$ cat src/rtl/dz_pkg.sv
// Shared types and constants for the countdown dot-matrix controller.
// Holds the FSM state enum, row count, row polarity and default start digit.
package dz_pkg;

  typedef enum logic [1:0] {
    ST_IDLE  = 2'd0,
    ST_COUNT = 2'd1,
    ST_PAUSE = 2'd2
  } dz_state_e;

  localparam int DZ_ROWS        = 8;
  localparam bit ROW_ACTIVE_LOW = 1'b1;
  localparam int DZ_START_NUM   = 5;

endpackage

$ cat src/rtl/dz_row_scan.sv
// Row scan: dwell divider, 0..7 row index and registered row decode.
// Ports: clk, rst (sync, high) in; row_count[2:0], row[7:0] out.
module dz_row_scan
  import dz_pkg::*;
#(
  parameter int SCAN_DIV = 1000
) (
  input  logic         clk,
  input  logic         rst,
  output logic [2:0]   row_count,
  output logic [DZ_ROWS-1:0] row
);

  localparam int SW = (SCAN_DIV > 1) ? $clog2(SCAN_DIV) : 1;
  localparam logic [SW-1:0] SCAN_LAST = SW'(SCAN_DIV - 1);
  localparam logic [DZ_ROWS-1:0] ROW_OFF =
    ROW_ACTIVE_LOW ? '1 : '0;

  logic [SW-1:0]      scan_cnt_q, scan_cnt_d;
  logic [2:0]         row_count_q, row_count_d;
  logic [DZ_ROWS-1:0] row_q, row_d;
  logic [DZ_ROWS-1:0] onehot;
  logic               scan_last;

  always_comb begin
    scan_last   = (scan_cnt_q == SCAN_LAST);
    scan_cnt_d  = scan_last ? '0 : scan_cnt_q + SW'(1);
    row_count_d = scan_last ? row_count_q + 3'd1
                            : row_count_q;
    // decode the current index so row trails row_count by one clk
    onehot = DZ_ROWS'(1) << row_count_q;
    row_d  = ROW_ACTIVE_LOW ? ~onehot : onehot;
  end

  always_ff @(posedge clk) begin
    if (rst) begin
      scan_cnt_q  <= '0;
      row_count_q <= '0;
      row_q       <= ROW_OFF;
    end else begin
      scan_cnt_q  <= scan_cnt_d;
      row_count_q <= row_count_d;
      row_q       <= row_d;
    end
  end

  assign row_count = row_count_q;
  assign row       = row_q;

endmodule

$ cat src/rtl/dz_count_ctrl.sv
// Countdown controller: START_NUM..0 FSM with start/pause plus row scan.
// Ports: clk, rst, start, pause in; num, row_count, row, busy, done out.
module dz_count_ctrl
  import dz_pkg::*;
#(
  parameter int SCAN_DIV  = 1000,
  parameter int TICK_DIV  = 1000000,
  parameter int START_NUM = DZ_START_NUM
) (
  input  logic       clk,
  input  logic       rst,
  input  logic       start,
  input  logic       pause,
  output logic [2:0] num,
  output logic [2:0] row_count,
  output logic [7:0] row,
  output logic       busy,
  output logic       done
);

  localparam int TW = $clog2(TICK_DIV);
  localparam logic [TW-1:0] TICK_LAST = TW'(TICK_DIV - 1);
  localparam logic [2:0]    START_V   = 3'(START_NUM);

  dz_state_e     state_q, state_d;
  logic [2:0]    num_q, num_d;
  logic [TW-1:0] tick_q, tick_d;
  logic          busy_q, busy_d;
  logic          done_q, done_d;
  logic          tick_last;

  dz_row_scan #(
    .SCAN_DIV (SCAN_DIV)
  ) u_scan (
    .clk       (clk),
    .rst       (rst),
    .row_count (row_count),
    .row       (row)
  );

  always_comb begin
    state_d   = state_q;
    num_d     = num_q;
    tick_d    = tick_q;
    done_d    = 1'b0;
    tick_last = (tick_q == TICK_LAST);
    if (start) begin
      // restart from any state; overrides pause and a same-cycle tick
      state_d = ST_COUNT;
      num_d   = START_V;
      tick_d  = '0;
    end else begin
      case (state_q)
        ST_COUNT: begin
          if (tick_last) begin
            tick_d = '0;
            if (num_q == 3'd1) begin
              num_d   = 3'd0;
              state_d = ST_IDLE;
              done_d  = 1'b1;
            end else begin
              num_d = num_q - 3'd1;
              if (pause) state_d = ST_PAUSE;
            end
          end else begin
            tick_d = tick_q + TW'(1);
            if (pause) state_d = ST_PAUSE;
          end
        end
        ST_PAUSE: begin
          if (pause) state_d = ST_COUNT;
        end
        default: begin
          state_d = ST_IDLE;
          num_d   = 3'd0;
        end
      endcase
    end
    busy_d = (state_d != ST_IDLE);
  end

  always_ff @(posedge clk) begin
    if (rst) begin
      state_q <= ST_IDLE;
      num_q   <= '0;
      tick_q  <= '0;
      busy_q  <= 1'b0;
      done_q  <= 1'b0;
    end else begin
      state_q <= state_d;
      num_q   <= num_d;
      tick_q  <= tick_d;
      busy_q  <= busy_d;
      done_q  <= done_d;
    end
  end

  assign num  = num_q;
  assign busy = busy_q;
  assign done = done_q;

endmodule

$ cat config.mk
export PLATFORM = sky130hd
export DESIGN_NAME = dz_count_ctrl
export DESIGN_NICKNAME = d
export VERILOG_FILES = /design/src/rtl/dz_pkg.sv /design/src/rtl/dz_row_scan.sv /design/src/rtl/dz_count_ctrl.sv
export SDC_FILE = /design/constraint.sdc
export NUM_CORES = 1
export LEC_CHECK = 0
export BUFFER_PORTS_ARGS = -buffer_cell sky130_fd_sc_hd__buf_2
export CAP_MARGIN = 20
export CORE_UTILIZATION = 34
export DETAILED_ROUTE_END_ITERATION = 10
export PLACE_DENSITY_LB_ADDON = 0.15
export SYNTH_ARGS = -nofsm -noshare
export SYNTH_HDL_FRONTEND = slang
export SYNTH_HIERARCHICAL = 1
export SYNTH_SLANG_ARGS = --single-unit
$ cat constraint.sdc
create_clock -name clk -period 4.1 [get_ports clk]
set_input_delay 0.41 -clock clk [delete_from_list [all_inputs] [get_ports clk]]
set_output_delay 0.41 -clock clk [all_outputs]
set_load 0.03 [all_outputs]
* Word level (Yosys, flattened, before mapping)
Cells that the tools add are included.
Cells by class: $add $sub $neg 4, multiply operators 0, div/mod/pow operators 0, $lt $le $gt $ge 0, equality and inequality tests 8, shift-type cells 1, multiplexer cells 12, bitwise operators 4, reduce and logical (&&, ||, !) cells 6
Operators by type and width (count):
- adder 20 x 1 -> 20 bit (second input constant) | 1
- equality test 20 bit (second input constant) | 1
- 2-to-1 mux 20 bit | 1
- adder 10 x 1 -> 10 bit (second input constant) | 1
- equality test 10 bit (second input constant) | 1
- 2-to-1 mux 2 bit | 5
- 2-to-1 mux 3 bit | 3
- inverter 8 bit | 1
- left shift 1 x 3 -> 8 bit (first input constant) | 1
- one-hot mux 3 bit (2 select lines) | 1
- != test 2 bit (second input constant) | 2
- one-hot mux 2 bit (2 select lines) | 1
- AND reduction 2 bit | 2
- OR reduction 2 bit | 2
- OR reduction 4 bit | 1
- adder 3 x 1 -> 3 bit (second input constant) | 1
- equality test 3 x 1 -> 1 bit (second input constant) | 1
- != test 3 bit (second input constant) | 1
- inverter 1 bit | 3
- subtractor 3 x 1 -> 3 bit (second input constant) | 1
- equality test 2 x 1 -> 1 bit (second input constant) | 1
- equality test 2 bit (second input constant) | 1
- nonzero test 2 bit | 1
- 2-to-1 mux 1 bit | 1
Storage, ports and cells: bits in registers 48, latch bits 0, bits in writable memories 0, bits in read-only memories 0, input bits 4, logic and storage cells 44, memories kept 0

* Logic depth before layout (Yosys ltp)
word-level depth 6, mapped depth 7, gate-level depth less buffers 6

* Hierarchy
Netlist, hierarchy kept.
By module, submodules not included:
- dz_count_ctrl | instances 1, cells each 176, area each 1476.4 µm², seq. area each 540.5 µm²
- dz_row_scan | instances 1, cells each 88, area each 855.8 µm², seq. area each 420.4 µm²

* Worst setup path before layout
No wires, ideal clock.
path type reg-to-reg, start point register tick_q[2], end point register num_q[0] (netlist: num[0]), setup time 0.120 ns, arrival 1.770 ns, required time 3.980 ns, setup slack 2.210 ns, cell stages (with the launch flop) 6, path through dfxtp_1 -> nand4_4 -> or4_4 -> buf_6 -> o31a_1 -> o31a_1
On the way: word-level cells in the longest chain between the ends 3
RTL lines:
- start, declared | RTL line dz_count_ctrl.sv:27 | logic [TW-1:0] tick_q, tick_d;
- start signal, assigned | RTL line dz_count_ctrl.sv:92 | tick_q <= tick_d;
- equality test 20 bit | RTL line dz_count_ctrl.sv:46 | tick_last = (tick_q == TICK_LAST);
- != test 3 bit (no source line)
- AND reduction 2 bit (no source line)
- end signal, assigned | RTL line dz_count_ctrl.sv:91 | num_q <= num_d;
- end, declared | RTL line dz_count_ctrl.sv:26 | logic [2:0] num_q, num_d;
Every way passes these cells. A chain may end at the register's enable or synchronous reset.

* Worst setup path after layout
start point register state_q[0], end point register tick_q[17]
On the way: word-level cells in the longest chain between the ends 1
RTL lines:
- start, declared | RTL line dz_count_ctrl.sv:25 | dz_state_e state_q, state_d;
- start signal, assigned | RTL line dz_count_ctrl.sv:90 | state_q <= state_d;
- equality test 2 x 1 -> 1 bit | RTL line dz_count_ctrl.sv:53 | case (state_q)
Every way passes these cells.

==> impl_results.html <==
<table>
<tr><th>Metric</th><th>Value</th></tr>
<tr><th colspan="2">GRT</th></tr>
<tr><td>Antenna violations before repair</td><td>0</td></tr>
<tr><td>Pin count of the biggest net entering global routing</td><td>24</td></tr>
<tr><td>Wire length of the first global-routing pass</td><td>7910 um</td></tr>
<tr><td>Final global-route overflow total</td><td>0</td></tr>
<tr><td>Number of global-route vias before repair</td><td>1,710</td></tr>
<tr><td>Total routing usage reported by global routing</td><td>13.8%</td></tr>
<tr><th colspan="2">Yosys</th></tr>
<tr><td>Instance count of the mapped netlist</td><td>264</td></tr>
<tr><td>Post-synth EDFFs</td><td>0</td></tr>
<tr><td>Synth top area share</td><td>41.2%</td></tr>
<tr><td>Net Count, Synth</td><td>280</td></tr>
<tr><td>Top cells by area in the synthesized netlist</td><td>sky130_fd_sc_hd__dfxtp_1 (41%), sky130_fd_sc_hd__ha_1 (6.4%), sky130_fd_sc_hd__nor2_1 (4.8%), sky130_fd_sc_hd__xnor2_1 (4.1%), sky130_fd_sc_hd__nand2_1 (3.1%)</td></tr>
<tr><td>Average cell area after synthesis</td><td>8.83 um^2</td></tr>
<tr><td>Post-synthesis instance area</td><td>0.00233 mm^2</td></tr>
<tr><td>Flip-flop and latch count after synthesis</td><td>48</td></tr>
<tr><td>Fraction of registers with async set/reset</td><td>0%</td></tr>
<tr><td>Number of distinct standard cells referenced by the synthesized netlist</td><td>46</td></tr>
<tr><td>Cell type with the highest aggregate area in the netlist</td><td>sky130_fd_sc_hd__dfxtp_1</td></tr>
<tr><td>Sequential-to-total area share from yosys stat</td><td>41.2%</td></tr>
<tr><td>Library cell with the highest instance count after synthesis</td><td>sky130_fd_sc_hd__dfxtp_1</td></tr>
<tr><td>Dominant register cell in the synthesized netlist</td><td>sky130_fd_sc_hd__dfxtp_1</td></tr>
<tr><td>Most numerous cell types in the synthesized netlist</td><td>sky130_fd_sc_hd__dfxtp_1 (48), sky130_fd_sc_hd__nor2_1 (30), sky130_fd_sc_hd__nand2_1 (19)</td></tr>
<tr><td>Warnings from Yosys</td><td>6</td></tr>
<tr><th colspan="2">Layout</th></tr>
<tr><td>N_diodes</td><td>0</td></tr>
<tr><td>Area of the multi-input gates</td><td>0.00127 mm^2</td></tr>
<tr><td>Post-layout nets</td><td>295</td></tr>
<tr><td>Share of cells above drive strength 1</td><td>13.2%</td></tr>
<tr><td>Post-route design area</td><td>0.00259 mm^2</td></tr>
<tr><td>FF+latch area</td><td>961 um^2</td></tr>
<tr><td>P&amp;R area growth vs syn</td><td>11.0%</td></tr>
<tr><td>Fill cell instance count of the final layout</td><td>665</td></tr>
<tr><td>Non-Filler Instances</td><td>357</td></tr>
<tr><td>Finished Core Util</td><td>39.9%</td></tr>
<tr><th colspan="2">Job</th></tr>
<tr><td>Reported max-cap violation count</td><td>0</td></tr>
<tr><th colspan="2">Critical path</th></tr>
<tr><td>End point of the critical path</td><td>tick_q[17]</td></tr>
<tr><td>CP Launch Point</td><td>state_q[0]</td></tr>
<tr><td>Critical path class</td><td>flop to flop</td></tr>
<tr><td>Worst-path fanout max</td><td>12</td></tr>
<tr><td>Critical path required time</td><td>4.34 ns</td></tr>
<tr><td>Worst reg2reg startpoint</td><td>state_q[0]</td></tr>
<tr><td>Worst Setup Start Kind</td><td>flop</td></tr>
<tr><td>Reg-to-Reg End</td><td>tick_q[17]</td></tr>
<tr><td>Setup slack on the worst flop-to-flop path</td><td>1.86 ns</td></tr>
<tr><td>Critical path capture point type</td><td>flop</td></tr>
<tr><td>Worst r2r path cells</td><td>5</td></tr>
<tr><td>Endpoint arrival time on the critical path</td><td>2.48 ns</td></tr>
<tr><th colspan="2">STA</th></tr>
<tr><td>Least-Margin Pin Slew</td><td>0.690 ns</td></tr>
<tr><td>Final slew viol count</td><td>0</td></tr>
<tr><td>F_max</td><td>0.446 GHz</td></tr>
<tr><td>Total negative setup slack</td><td>0 ns</td></tr>
<tr><td>Portion of the clock cycle consumed by the worst path in the final layout</td><td>54.7%</td></tr>
<tr><td>Unrepaired setup endpoints after global routing</td><td>false</td></tr>
<tr><td>Final critical path time including I/O delays and setup</td><td>2.24 ns</td></tr>
<tr><td>Hold Vio Cnt, Final</td><td>0</td></tr>
<tr><td>Slew margin rel.</td><td>54.0%</td></tr>
<tr><td>Final worst slack</td><td>1.86 ns</td></tr>
<tr><td>Maximum clock skew at final layout</td><td>0.0102 ns</td></tr>
<tr><td>Final-report setup violation count</td><td>0</td></tr>
<tr><th colspan="2">Power</th></tr>
<tr><td>Worst IR Drop VDD</td><td>0.000148 V</td></tr>
<tr><td>Leakage power</td><td>0.894 nW</td></tr>
<tr><td>Areal power density over the cells</td><td>343 mW/mm^2</td></tr>
<tr><th colspan="2">Place</th></tr>
<tr><td>HPWL Detailed</td><td>3140 um</td></tr>
<tr><td>Post-Place Setup Slack</td><td>1.87 ns</td></tr>
<tr><td>Post-placement cell count</td><td>349</td></tr>
<tr><td>Routability congestion estimate</td><td>0.720</td></tr>
<tr><td>Cell area after placement</td><td>0.00247 mm^2</td></tr>
<tr><td>Number of port buffers</td><td>19</td></tr>
<tr><th colspan="2">Drt</th></tr>
<tr><td>Pre-Repair DR Iteration Count</td><td>6</td></tr>
<tr><td>Drt via density</td><td>5.21</td></tr>
<tr><td>DRC violations left</td><td>0</td></tr>
<tr><td>Aggregate routed wire length</td><td>4470 um</td></tr>
<tr><td>Antenna Nets Post-Route</td><td>0</td></tr>
<tr><td>Detailed-route wire length per cell</td><td>12.5 um</td></tr>
<tr><td>Vias</td><td>1,860</td></tr>
<tr><td>Iter 0 DRT Violations</td><td>62</td></tr>
<tr><th colspan="2">Die</th></tr>
<tr><td>Horizontal die dimension</td><td>84.8 um</td></tr>
<tr><td>Area of the die</td><td>0.00719 mm^2</td></tr>
<tr><td>Number of top-level pins</td><td>20</td></tr>
<tr><td>Row count</td><td>29</td></tr>
<tr><td>Core footprint</td><td>0.00649 mm^2</td></tr>
<tr><td>Overall die height</td><td>84.8 um</td></tr>
<tr><td>Effective utilization at floorplan</td><td>35.9%</td></tr>
<tr><th colspan="2">CTS</th></tr>
<tr><td>Buffers from clock root to sink, at most</td><td>2</td></tr>
<tr><td>Clock root buffer master</td><td>sky130_fd_sc_hd__clkbuf_8</td></tr>
<tr><td>Quantity of gates resized following cts</td><td>0</td></tr>
<tr><td>Source-to-sink clock delay at the later pin of the worst-skew pair</td><td>0.31 ns</td></tr>
<tr><td>Sinks on the clock net</td><td>48</td></tr>
<tr><td>Clock slew at the register clock pins of the worst setup and hold paths</td><td>0.10 ns</td></tr>
<tr><td>CTS tree</td><td>built</td></tr>
<tr><td>Num CTS Buffers</td><td>5</td></tr>
<tr><td>Number of H-tree branching levels</td><td>2</td></tr>
<tr><td>Post-CTS setup buffers</td><td>0</td></tr>
<tr><td>Hold buffers post-CTS</td><td>0</td></tr>
<tr><th colspan="2">Worst hold path</th></tr>
<tr><td>Class of the worst hold path</td><td>primary input to flop</td></tr>
<tr><th colspan="2">Outcome</th></tr>
<tr><td>Status</td><td>complete, no violations</td></tr>
</table>
## final cells by class
cell class,instances,area share [%]
clock buffer,5,2.66
clock inverter,3,1.84
sequential,48,37.1
inverter,13,1.88
tap,77,3.72
timing repair buffer,19,3.67
multi-input combinational,192,49.1
## placed cells by master, fill, tap and decap left out, drive strengths merged, types with 5 or more instances in the layout
master   n
dfxtp   48
nor2    30
nand2   19
buf     19
inv     13
nand3   13
a21oi   13
ha      12
xnor2   11
nor3    10
or3      8
nand4    8
o21ai    7
xor2     6
nor4     5
clkbuf   5
o31ai    5
## cell families (layout without fill, tap and decap cells)
family | after synthesis | after routing | share of synthesized area [%]
compound gates | 40 | 40 | 11.4
xor+xnor | 17 | 17 | 6.38
fa+ha+maj | 12 | 12 | 6.44
buf+inv | 24 | 40 | 4.29
flops | 48 | 48 | 41.2
mux | 2 | 2 | 0.858
simple gates | 121 | 121 | 29.5
## power breakdown
part           leakage [nW]  switching [mW]  internal, mW
Sequential            0.389         0.00897         0.475
Clock                0.0583           0.172         0.184
Combinational         0.446          0.0290        0.0178
## critical path, stage by stage, from the launching register on
cell                      delay (ns)
sky130_fd_sc_hd__dfxtp_1        0.39
sky130_fd_sc_hd__ha_1           0.44
sky130_fd_sc_hd__nand3_1        0.24
sky130_fd_sc_hd__or3_1          0.47
sky130_fd_sc_hd__or4_1          0.50
sky130_fd_sc_hd__a21oi_1        0.14
## registers in the layout, summed over array words and instances, names as in the netlist
signal,flops
busy,1
done,1
num,3
state_q,2
tick_q,20
u_scan/row,8
u_scan/row_count,3
u_scan/scan_cnt_q,10
## through the flow
| step | total power, mW | hold slack (ns) |
|---|---|---|
| 2_1_floorplan | 0.529 | 0.449 |
| 3_3_place_gp | 0.541 | 0.475 |
| 3_5_place_dp | 0.542 | 0.476 |
| 4_1_cts | 0.901 | 0.422 |
| 5_1_grt | 0.928 | 0.447 |
| 6_report | 0.887 | 0.431 |
## layer usage
| layer | global-route usage [%] | wire (um) | up-vias |
|---|---|---|---|
| met3 | 2.92 | 131 | 5 |
| li1 | - | - | 973 |
| met1 | 18.8 | 2330 | 853 |
| met4 | 6.01 | 55 | 0 |
| met2 | 21.1 | 1960 | 29 |
| met5 | 0 | 0 | - |
## worst min path at each step
| stage | from | to | slack, ns | depth (start not counted) |
|---|---|---|---|---|
| global route | start | num[0] | 0.45 | 2 |
| detailed placement | u_scan/scan_cnt_q[0] | u_scan/scan_cnt_q[0] | 0.48 | 1 |
| floorplan | u_scan/scan_cnt_q[0] | u_scan/scan_cnt_q[0] | 0.45 | 1 |
| global placement | u_scan/scan_cnt_q[0] | u_scan/scan_cnt_q[0] | 0.47 | 1 |
| finish | pause | state_q[0] | 0.43 | 3 |
| CTS | pause | state_q[0] | 0.42 | 3 |
Power figures use the tool's default switching activity.
